==> config.mk <==
export PLATFORM = sky130hd
export DESIGN_NAME = psum_drain
export DESIGN_NICKNAME = d
export VERILOG_FILES = /design/src/rtl/pe_pkg.sv /design/src/rtl/drain_fifo2.sv /design/src/rtl/psum_drain.sv
export SDC_FILE = /design/constraint.sdc
export NUM_CORES = 1
export LEC_CHECK = 0
export ABC_AREA = 0
export BUFFER_PORTS_ARGS = -buffer_cell sky130_fd_sc_hd__buf_4
export CAP_MARGIN = 20
export CORE_MARGIN = 5
export CORE_UTILIZATION = 51
export CTS_BUF_LIST = sky130_fd_sc_hd__clkbuf_2
export CTS_CLUSTER_SIZE = 16
export DETAILED_ROUTE_END_ITERATION = 16
export GPL_TIMING_DRIVEN = 0
export PLACE_DENSITY = 0.78
export RECOVER_POWER = 100
export SYNTH_ARGS = -nofsm -noshare
export SYNTH_HDL_FRONTEND = slang
export SYNTH_HIERARCHICAL = 1
export SYNTH_SLANG_ARGS = --single-unit
export TNS_END_PERCENT = 100
==> constraint.sdc <==
create_clock -name clk -period 6.09 [get_ports clk]
set_input_delay 0 -clock clk [delete_from_list [all_inputs] [get_ports clk]]
set_output_delay 0 -clock clk [all_outputs]
set_load 0.02 [all_outputs]
==> src/rtl/pe_pkg.sv <==
// Shared PE definitions: psum geometry and the drain sequencer state encoding.
package pe_pkg;

    localparam int PSUM_W          = 6;
    localparam int PSUM_SPAD_DEPTH = 24;

    typedef enum logic [1:0] {
        IDLE,
        READ,
        FLUSH,
        DONE
    } drain_state_t;

endpackage

==> src/rtl/drain_fifo2.sv <==
// Two-entry {last, data} skid buffer between the scratchpad return path and the output stream.
module drain_fifo2
    import pe_pkg::*;
#(
    parameter int width = PSUM_W
) (
    input  logic             clk,
    input  logic             rst_n,
    input  logic             i_push,
    input  logic [width-1:0] i_push_data,
    input  logic             i_push_last,
    output logic             o_valid,
    input  logic             i_ready,
    output logic [width-1:0] o_data,
    output logic             o_last,
    output logic [1:0]       o_count
);

    logic [width-1:0] r_data [2];
    logic [1:0]       r_last;
    logic             r_wptr;
    logic             r_rptr;
    logic [1:0]       r_cnt;
    logic             w_pop;

    assign w_pop = o_valid && i_ready;

    // Push is only ever issued when a slot is guaranteed free by the caller's credit check.
    always_ff @(posedge clk or negedge rst_n) begin
        if (!rst_n) begin
            r_data[0] <= '0;
            r_data[1] <= '0;
            r_last    <= '0;
            r_wptr    <= 1'b0;
            r_rptr    <= 1'b0;
            r_cnt     <= '0;
        end else begin
            if (i_push) begin
                r_data[r_wptr] <= i_push_data;
                r_last[r_wptr] <= i_push_last;
                r_wptr         <= ~r_wptr;
            end
            if (w_pop) begin
                r_rptr <= ~r_rptr;
            end
            r_cnt <= r_cnt + {1'b0, i_push} - {1'b0, w_pop};
        end
    end

    assign o_valid = (r_cnt != 2'd0);
    assign o_data  = r_data[r_rptr];
    assign o_last  = r_last[r_rptr];
    assign o_count = r_cnt;

endmodule

==> src/rtl/psum_drain.sv <==
// Streams psums from the PE scratchpad to the global buffer with credit-limited reads.
// Define PSUM_DRAIN_RELU_EN to clamp negative psums to zero on the output.
module psum_drain
    import pe_pkg::*;
#(
    parameter int width  = PSUM_W,
    parameter int depth  = PSUM_SPAD_DEPTH,
    parameter int addr_w = 5
) (
    input  logic              clk,
    input  logic              rst_n,
    input  logic              start,
    input  logic [addr_w:0]   num,
    output logic              busy,
    output logic              done,
    output logic              spad_re,
    output logic [addr_w-1:0] spad_raddr,
    input  logic [width-1:0]  spad_rdata,
    output logic              out_valid,
    input  logic              out_ready,
    output logic [width-1:0]  out_data,
    output logic              out_last
);

    localparam logic [addr_w:0] DEPTH_C = (addr_w+1)'(depth);
    localparam logic [addr_w:0] ONE_C   = {{addr_w{1'b0}}, 1'b1};

    drain_state_t      r_state;
    drain_state_t      w_next;
    logic [addr_w:0]   r_count;
    logic [addr_w:0]   r_issued;
    logic              r_pend;
    logic              r_pend_last;
    logic [addr_w:0]   w_eff_num;
    logic [1:0]        w_fifo_count;
    logic [1:0]        w_used;
    logic              w_pop;
    logic              w_issue;
    logic              w_issue_last;
    logic [width-1:0]  w_push_data;

    assign w_eff_num = (num > DEPTH_C) ? DEPTH_C : num;
    assign w_pop     = out_valid && out_ready;

    // A slot freed by this cycle's pop counts, so a steady ready stream sustains one beat per cycle.
    assign w_used       = {1'b0, r_pend} + w_fifo_count - {1'b0, w_pop};
    assign w_issue      = (r_state == READ) && (w_used < 2'd2) && (r_issued < r_count);
    assign w_issue_last = w_issue && ((r_issued + ONE_C) == r_count);

    always_comb begin
        w_next = r_state;
        case (r_state)
            IDLE:  if (start) w_next = (w_eff_num == '0) ? DONE : READ;
            READ:  if (w_issue_last) w_next = FLUSH;
            FLUSH: if (w_pop && out_last) w_next = DONE;
            DONE:  w_next = IDLE;
            default: w_next = IDLE;
        endcase
    end

    always_ff @(posedge clk or negedge rst_n) begin
        if (!rst_n) begin
            r_state     <= IDLE;
            r_count     <= '0;
            r_issued    <= '0;
            r_pend      <= 1'b0;
            r_pend_last <= 1'b0;
        end else begin
            r_state     <= w_next;
            r_pend      <= w_issue;
            r_pend_last <= w_issue_last;
            if (r_state == IDLE && start) begin
                r_count  <= w_eff_num;
                r_issued <= '0;
            end else if (w_issue) begin
                r_issued <= r_issued + ONE_C;
            end else if (r_state == DONE) begin
                r_issued <= '0;
            end
        end
    end

`ifdef PSUM_DRAIN_RELU_EN
    assign w_push_data = spad_rdata[width-1] ? '0 : spad_rdata;
`else
    assign w_push_data = spad_rdata;
`endif

    drain_fifo2 #(
        .width(width)
    ) u_fifo (
        .clk         (clk),
        .rst_n       (rst_n),
        .i_push      (r_pend),
        .i_push_data (w_push_data),
        .i_push_last (r_pend_last),
        .o_valid     (out_valid),
        .i_ready     (out_ready),
        .o_data      (out_data),
        .o_last      (out_last),
        .o_count     (w_fifo_count)
    );

    assign busy       = (r_state != IDLE);
    assign done       = (r_state == DONE);
    assign spad_re    = w_issue;
    assign spad_raddr = r_issued[addr_w-1:0];

endmodule

### Word level (Yosys, flattened, before mapping)

Index checks and enable logic that the tools add are counted.

| word-level totals | value |
|---|---|
| flip-flop bits (word level) | 34 |
| bits of input ports | 16 |
| output and inout port bits | 16 |
| word-level logic and storage cells | 68 |

| operators by class | value |
|---|---|
| add/sub/neg operators | 3 |
| order comparisons | 9 |
| eq/ne operators | 7 |
| muxes and demuxes | 20 |
| bitwise operators | 4 |
| reductions and logical operators | 14 |

Operators by type and width:

| kind | number |
|---|---|
| two-way mux 6 bit | 8 |
| bitwise mux 12 bit | 1 |
| logical AND 1 bit | 8 |
| two-way mux 2 bit | 4 |
| case mux 2 bit (4 select lines) | 1 |
| adder 6 x 1 -> 6 bit (second input constant) | 1 |
| demux 6 bit (select 1 bit) | 1 |
| equality test 6 bit | 1 |
| > comparator 6 x 5 -> 1 bit (second input constant) | 1 |
| zero test 6 bit | 1 |
| < comparator 6 bit | 1 |
| inequality test 2 bit (second input constant) | 3 |
| equality test 2 bit (second input constant) | 2 |
| greater-or-equal comparator 2 bit (second input constant) | 2 |
| < comparator 1 x 2 -> 1 bit (second input constant) | 2 |
| inverter 1 -> 2 bit | 2 |
| nonzero test 2 bit | 2 |
| two-way mux 1 bit | 3 |
| AND reduction 3 bit | 1 |
| nonzero test 3 bit | 1 |
| adder 2 x 1 -> 2 bit | 1 |
| bitwise mux 2 bit | 1 |
| equality test 2 x 1 -> 1 bit (second input constant) | 1 |
| zero test 2 bit | 1 |
| 6 further kinds | 7 |

### Depth between registers and ports, before layout

Gate-level depths: netlist of run 1.

| depth | value |
|---|---|
| depth in word-level cells | 9 |
| depth in mapped cells | 10 |
| depth with buffers taken out | 10 |

### Modules after synthesis

Netlist of run 1, hierarchy kept.

Modules (own cells, without submodules):

| module | instances | cells each | area an instance (um^2) | sequential area each (um^2) |
|---|---|---|---|---|
| psum_drain | 1 | 126 | 1137.3 | 400.4 |
| drain_fifo2 | 1 | 53 | 825.8 | 450.4 |

### Worst setup path after synthesis of run 1

Ideal clock, no wire load.

| path | value |
|---|---|
| path kind | register to register |
| start point | register u_fifo.r_cnt[1], in the netlist u_fifo/o_count[1] |
| end point | register r_issued[5] |
| setup time | 0.078 ns |
| data arrival time | 2.320 ns |
| required time | 6.012 ns |
| slack | 3.692 ns |
| cell stages (with the launch flop) | 9 |
| path buffers | 0 |
| period minus slack after synthesis | 2.398 ns |
| cell sequence | dfrtp_1 -> or2_2 -> and2_1 -> ha_1 -> nor2b_1 -> xnor2_1 -> nand4_2 -> or4_1 -> a21oi_1 |

| on the way | value |
|---|---|
| word-level cells in the longest chain between the ends | 8 |
| elaborated cells on any way between the ends | 10 |
| those cells by class | 2 x add/sub; 1 x order compare; 2 x mux; 5 x reduce/logical |

Ends and longest elaborated chain:

| what | line | RTL |
|---|---|---|
| start: declaration | drain_fifo2.sv:23 | `logic [1:0] r_cnt;` |
| start signal: assignment | drain_fifo2.sv:46 | `r_cnt <= r_cnt + {1'b0, i_push} - {1'b0, w_pop};` |
| nonzero test 2 bit * | drain_fifo2.sv:50 | `assign o_valid = (r_cnt != 2'd0);` |
| net out_valid | psum_drain.sv:19 | `output logic out_valid,` |
| logical AND 1 bit * | psum_drain.sv:43 | `assign w_pop = out_valid && out_ready;` |
| subtractor 2 x 1 -> 2 bit * | psum_drain.sv:46 | `assign w_used = {1'b0, r_pend} + w_fifo_count - {1'b0, w_pop};` |
| < comparator 2 bit * | psum_drain.sv:47 | `assign w_issue = (r_state == READ) && (w_used < 2'd2) && (r_issued < r_count);` |
| logical AND 1 bit * (2 in a row) | psum_drain.sv:47 |  |
| two-way mux 6 bit | psum_drain.sv:75 | `end else if (w_issue) begin` |
| two-way mux 6 bit | psum_drain.sv:72 | `if (r_state == IDLE && start) begin` |
| end signal: assignment | psum_drain.sv:76 | `r_issued <= r_issued + ONE_C;` |
| end: declaration | psum_drain.sv:31 | `logic [addr_w:0] r_issued;` |

The timed path passes the listed nets; every way through them passes the cells marked *.
A chain may end at the register's enable or synchronous reset.

### Worst setup path in the final report of run 1

| path | value |
|---|---|
| start point | register u_fifo.r_cnt[1], in the netlist u_fifo/o_count[1] |
| end point | register r_state[0] |

| on the way | value |
|---|---|
| word-level cells in the longest chain between the ends | 9 |
| elaborated cells on any way between the ends | 12 |
| those cells by class | 2 x add/sub; 1 x order compare; 2 x eq/ne; 7 x reduce/logical |

Ends and longest elaborated chain:

| what | line | RTL |
|---|---|---|
| branches (longest 2 deep; another with adder 2 x 1 -> 2 bit) | n/a |  |
| subtractor 2 x 1 -> 2 bit * | psum_drain.sv:46 |  |
| < comparator 2 bit * | psum_drain.sv:47 |  |
| logical AND 1 bit * (2 in a row) | psum_drain.sv:47 |  |
| logical AND 1 bit * | psum_drain.sv:48 | `assign w_issue_last = w_issue && ((r_issued + ONE_C) == r_count);` |
| net w_issue_last | psum_drain.sv:39 | `logic w_issue_last;` |
| inequality test 2 bit (no source line) * | n/a |  |
| AND reduction 3 bit (no source line) * | n/a |  |
| end signal: assignment | psum_drain.sv:69 | `r_state <= w_next;` |
| end: declaration | psum_drain.sv:28 | `drain_state_t r_state;` |

Mark *: on every way through the listed nets, which the timed path passes.

==> results of run 1 <==
layout make-up:
cell class              instances  area, sq um
plain buffers                   9        52.55
clock buffers                   5        25.02
clock inverters                 3        63.81
fillers                       296         1241
inverters                      15        56.30
multi-input cells             121        959.7
flip-flops and latches         34        850.8
well taps                      48        60.06
repair buffers                 49        379.1
routing by layer:
layer  vias up  global-route usage  wire length, microns
met5         -                   0                     0
met4         0             0.04384                    27
met3         5             0.03878                   135
met2        27              0.2888                  1874
met1       704              0.2135                  1804
li1        727                   -                     -
power by group through the flow:
stage	Combinational [mW]	Sequential, mW	Clock (mW)
after floorplan	0.418	0.360	0
after global placement	0.555	0.373	0
after detailed placement	0.562	0.376	0
after CTS	0.576	0.372	0.190
after global routing	0.578	0.382	0.199
final	0.516	0.369	0.184
worst min path at each step:
| stage | cells past startpoint | start | to | slack (ps) |
|---|---|---|---|---|
| floorplan | 0 | rst_n | r_count[0] | -300 |
| global placement | 1 | rst_n | u_fifo/o_count[1] | -30 |
| detailed placement | 1 | rst_n | u_fifo/r_last[0] | -30 |
| CTS | 3 | start | r_count[3] | 5 |
| global route | 3 | start | r_state[0] | 20 |
| finish | 3 | start | r_state[1] | 40 |
cell usage in the layout, fill, tap and decap left out, drive strengths merged, types with 4 or more instances in the layout:
cell type and count:
dlygate4sd3 18, a21oi 8, nand3 6, mux2 21, ha 15, dfrtp 34
nor2 10, inv 15, xnor2 8, o21ai 9, xor2 5, nor2b 4
nand2 8, buf 21, clkbuf 24
worst reg2reg max path, stage by stage, from the launching register on:
cell      delay (ps)
dfrtp_1          470
or2_2            300
and2_0           180
ha_1             190
xor2_1           170
xnor2_1          200
nand4_1          300
a211oi_1         460
o221a_4          270
mux2i_1          190
flip-flops by register name, summed over array words and instances, names as in the netlist:
| register | count |
|---|---|
| r_issued | 6 |
| u_fifo/r_rptr | 1 |
| r_pend | 1 |
| r_pend_last | 1 |
| u_fifo/r_last | 2 |
| r_state | 2 |
| u_fifo/o_count | 2 |
| r_count | 6 |
| u_fifo/r_data | 12 |
| u_fifo/r_wptr | 1 |
cells by family after synthesis:
kind of cell	after synthesis	synth area share
buf+inv	24	0.05991
compound gates	26	0.08477
fa+ha+maj	15	0.09560
xor+xnor	13	0.05800
simple gates	44	0.1243
mux	23	0.1440
flops	34	0.4334
==> impl_metrics.tcl, run 1 <==
set metrics [dict create \
    seq_area_frac_synth 0.4334 \
    startpoint "u_fifo/o_count[1]" \
    final_util 0.6635 \
    period_needed_ps 2800 \
    dr.pass1.iters 4 \
    critical_path_arrival_ps 3100 \
    violations "capacitance limit, slew limit" \
    power.density_nw_per_um2 437.0 \
    yosys_warnings 6 \
    gr-usage-all-layers 0.1681 \
    cts_root_buffer "clkbuf_2" \
    cts_made_buffers 5 \
    n_antenna_cell 0 \
    power_frac_seq 0.345 \
    clockPowerShare 0.172 \
    grt_pass1_wl_mm 6.934 \
    r2r_slack_ps 3290 \
    syn_to_final_growth_pct 24.67 \
    worst-path-stages 9 \
    drt-total-wl_mm 3.842 \
    worstPathRequired_ps 6390 \
    drc 0 \
    synth_edf_count 0 \
    die_width_microns 72.04 \
    setup_tns_ps 0 \
    finalSetupViolCount 0 \
    die_h_microns 72.04 \
    rows 22 \
    final_cells 284 \
    finalMaxSlewViolations 35 \
    syn_area_per_cell_sq_um 10.97 \
    setup_slack_ps 3290 \
    hold_viol 0 \
    crit_slowest_cell "dfrtp_1" \
    rsz0062_at_grt "no" \
    worst_pin_slew_ps 1754 \
    max_freq_mhz 357.1 \
    crit_family "simple AND/OR/NAND/NOR gates" \
    synthCells 179 \
    critPathCaptureType "flop" \
    cts_setup_buffers 0 \
    path_cells "or2_2 > and2_0 > ha_1 > xor2_1 > xnor2_1 > nand4_1 > a211oi_1 > o221a_4 > mux2i_1" \
    cts_max_path_buffers 2 \
    grt_pass1_vias 1539 \
    r2r-start "u_fifo/o_count[1]" \
    dpl.cell_count 258 \
    place_ws_ps 3559 \
    cts_max_level 2 \
    layout.nets 266 \
    cp-start-kind "flop" \
    whs_ps 36.65 \
    initial_core_util 0.5322 \
    gp_congestion 0.7774 \
    antenna_found_initial 0 \
    synth_area_sq_um 1963 \
    yosysMostFrequentCell "dfrtp_1" \
    core_area_sq_um 3689 \
    hold_buffers 18 \
    min_period_over_period 0.4598 \
    syn_nets 210 \
    grt_max_degree 35 \
    drive_above_1_share 0.2203 \
    drt_iter0_drc 36 \
    timing.rr.end "r_state[0]" \
    power.total_mw 1.070 \
    io_pins 32 \
    grt_overflow 0 \
    synth_seq_cells 34 \
    cp_max_fo 8 \
    clock_sinks 34 \
    post_drt_wl_per_cell_microns 13.53 \
    vdd_drop_max_mv 0.3168 \
    p_int_mw 0.6582 \
    status "finished with violations" \
    p_comb_frac 0.482 \
    synthFlopType "dfrtp_1" \
    vias_per_cell 5.151 \
    postSynth.asyncResetShare 1.000 \
    final_area_sq_um 2447 \
    yosysTopAreaCellShare 0.4334 \
    placed_cell_area_sq_um 2256 \
    slowest_delay_ps 470 \
    post-synth-top-area-cell "dfrtp_1" \
    p_sw_frac 0.3845 \
    synthDistinctLibCells 41 \
    worst-path-buf-inv 0 \
    maxSlewHeadroom -0.1695 \
    io_buffers 31 \
    clock_skew_ps 13.07 \
    insertion_delay_ps 360 \
    netlist_top_cells_area "dfrtp_1 (43%), ha_1 (9.6%), mux2_2 (8.0%)" \
    hpwl_mm 2.665 \
    vias 1463 \
    final_antenna_net_count 0 \
    clk_pin_slew_ps 170 \
    path_class "reg2reg" \
    synth_common_cells "dfrtp_1 (34), ha_1 (15), inv_1 (14), mux2_2 (14), nor2_1 (10)" \
    p_leak_nw 1.154 \
    r2r_cells 9 \
    maxCapViolCount 1 \
    crit_end "r_state[0]" \
    cts_tree "yes" \
    die-area_sq_um 5190 \
    cts_resized 0 \
    hold_class "in2reg" \
    p_switching_mw 0.4113 \
]
No activity file was read; power rests on OpenSTA's default activity.
==> run 2, diff against run 1 <==
==> constraint.sdc (replaced) <==
create_clock -name clk -period 2.7 [get_ports clk]
set_input_delay 0 -clock clk [delete_from_list [all_inputs] [get_ports clk]]
set_output_delay 0 -clock clk [all_outputs]
set_load 0.02 [all_outputs]
==> run 2 against run 1 <==
Compared with the run above:
- the flow still finishes with violations (capacitance limit, slew limit)
- clock power increased by 130%
- final cell count up 0.70%
- clock skew about the same
- worst setup slack worse by 3100 ps
- final area is 1.2% higher
- first-iteration DRC count grew 28%
- via count grew 0.34%
- critical path depth is the same
- global-route usage is the same
==> impl_metrics.tcl, run 2 (synthesis results as in run 1) <==
set metrics [dict create \
    path_cells "or2_2 > and2_1 > ha_1 > xor2_1 > xnor2_1 > nand4_2 > buf_4 > inv_2 > buf_4" \
    final_cells 286 \
    power.total_mw 2.459 \
    post_drt_wl_per_cell_microns 13.39 \
    mostFrequentLayoutCells "dfrtp_1 (34), buf_4 (24), dlygate4sd3_1 (18), ha_1 (15), inv_1 (14)" \
    hpwl_mm 2.665 \
    cts_tree "yes" \
    insertion_delay_ps 370 \
    clock_skew_ps 13.01 \
    hp-start "start" \
    io_buffers 31 \
    worst_pin_slew_ps 1753 \
    finalSetupViolCount 0 \
    status "finished with violations" \
    violations "capacitance limit, slew limit" \
    worst-path-buf-inv 3 \
    r2r-start "u_fifo/o_count[1]" \
    critical_path_arrival_ps 2540 \
    layout.nets 268 \
    drt-total-wl_mm 3.830 \
    cts_root_buffer "clkbuf_2" \
    vias 1468 \
    power_frac_seq 0.339 \
    place_ws_ps 169.2 \
    period_needed_ps 2536 \
    gr-usage-all-layers 0.1681 \
    grt_overflow 0 \
    cp_max_fo 8 \
    critPathCaptureType "output port" \
    reg_top3 "u_fifo/r_data x12, r_count x6, r_issued x6" \
    maxCapViolCount 1 \
    rows 22 \
    dpl.cell_count 258 \
    min_period_over_period 0.9393 \
    whs_ps 32.93 \
    hold_viol 0 \
    clockPowerShare 0.169 \
    final_antenna_net_count 0 \
    initial_core_util 0.5322 \
    p_int_mw 1.515 \
    core_area_sq_um 3689 \
    drive_above_1_share 0.2437 \
    drt_iter0_drc 46 \
    clk_pin_slew_ps 170 \
    crit_family "simple AND/OR/NAND/NOR gates" \
    path_class "reg2out" \
    cts_resized 0 \
    dr.pass1.iters 4 \
    cp-start-kind "flop" \
    syn_to_final_growth_pct 26.20 \
    setup_tns_ps 0 \
    setup_slack_ps 164.0 \
    die_width_microns 72.04 \
    p_sw_frac 0.3839 \
    clock_sinks 34 \
    io_pins 32 \
    slowest_delay_ps 470 \
    final_area_sq_um 2477 \
    max_freq_mhz 394.3 \
    power.density_nw_per_um2 992.7 \
    p_switching_mw 0.9442 \
    cts_max_path_buffers 2 \
    antenna_found_initial 0 \
    grt_max_degree 35 \
    hold_class "in2reg" \
    die_h_microns 72.04 \
    grt_pass1_vias 1539 \
    maxSlewHeadroom -0.1688 \
    layout_commonest_cell "dfrtp_1" \
    vdd_drop_max_mv 0.7192 \
    startpoint "u_fifo/o_count[1]" \
    regMostFlops "u_fifo/r_data" \
    cts_max_level 2 \
    gp_congestion 0.7774 \
    crit_slowest_cell "dfrtp_1" \
    die-area_sq_um 5190 \
    drc 0 \
    p_leak_nw 1.166 \
    vias_per_cell 5.133 \
    cts_made_buffers 5 \
    finalMaxSlewViolations 35 \
    worstPathRequired_ps 2700 \
    final_util 0.6716 \
    n_antenna_cell 0 \
    largest_reg_flops 12 \
    p_comb_frac 0.492 \
    placed_cell_area_sq_um 2256 \
    grt_pass1_wl_mm 6.934 \
    cp_common_cell "buf_4" \
]
[run 2: changes by cell type in the layout (fill, tap and decap cells not counted), sizes merged]
cell    delta
buf        +3
clkbuf     -1
[run 2: area by class of cell]
type | instances | area [sq um]
clock inverters | 3 | 63.81
inverters | 15 | 56.30
fillers | 296 | 1211
well taps | 48 | 60.06
multi-input cells | 121 | 970.9
plain buffers | 9 | 52.55
clock buffers | 5 | 25.02
flip-flops and latches | 34 | 850.8
repair buffers | 51 | 397.9
[run 2: worst register-to-register path, delay by kind of cell, from the launching register on]
family	cells	cell delay, ps
compound gates	1	140
xor+xnor	2	400
flops	1	470
fa+ha+maj	1	190
simple gates	4	1080
buf+inv	1	190
[run 2: power groups by stage]
stage	sequential, mW	clock [mW]	combinational (mW)
finish	0.833	0.417	1.21
global route	0.863	0.449	1.35
CTS	0.838	0.428	1.30
detailed placement	0.848	0	1.27
global placement	0.842	0	1.25
floorplan	0.812	0	0.943
[run 2: path summary, 6_finish.rpt]
check                                    end  slack [ps]  cells after the start
max in group asynchronous         r_state[1]        1080                      2
max reg2reg                      r_issued[4]         180                      9
min in group asynchronous  u_fifo/o_count[1]         610                      2
min                               r_state[1]          30                      3
min reg2reg                u_fifo/r_data[11]         510                      1
max                                  spad_re         160                      9
[run 2: routing by layer]
| layer | part of all wire | vias to the layer above | global-route usage |
|---|---|---|---|
| met1 | 0.47 | 709 | 0.2135 |
| met3 | 0.033 | 4 | 0.03878 |
| met4 | 0.0070 | 0 | 0.04384 |
| met5 | 0 | - | 0 |
| li1 | - | 731 | - |
| met2 | 0.49 | 24 | 0.2888 |
[run 2: what timing repair did]
action,CTS,global route
hold buffers,18,0
endpoints found under the setup margin,0,3
buffers inserted,0,2
hold endpoints to repair,53,0
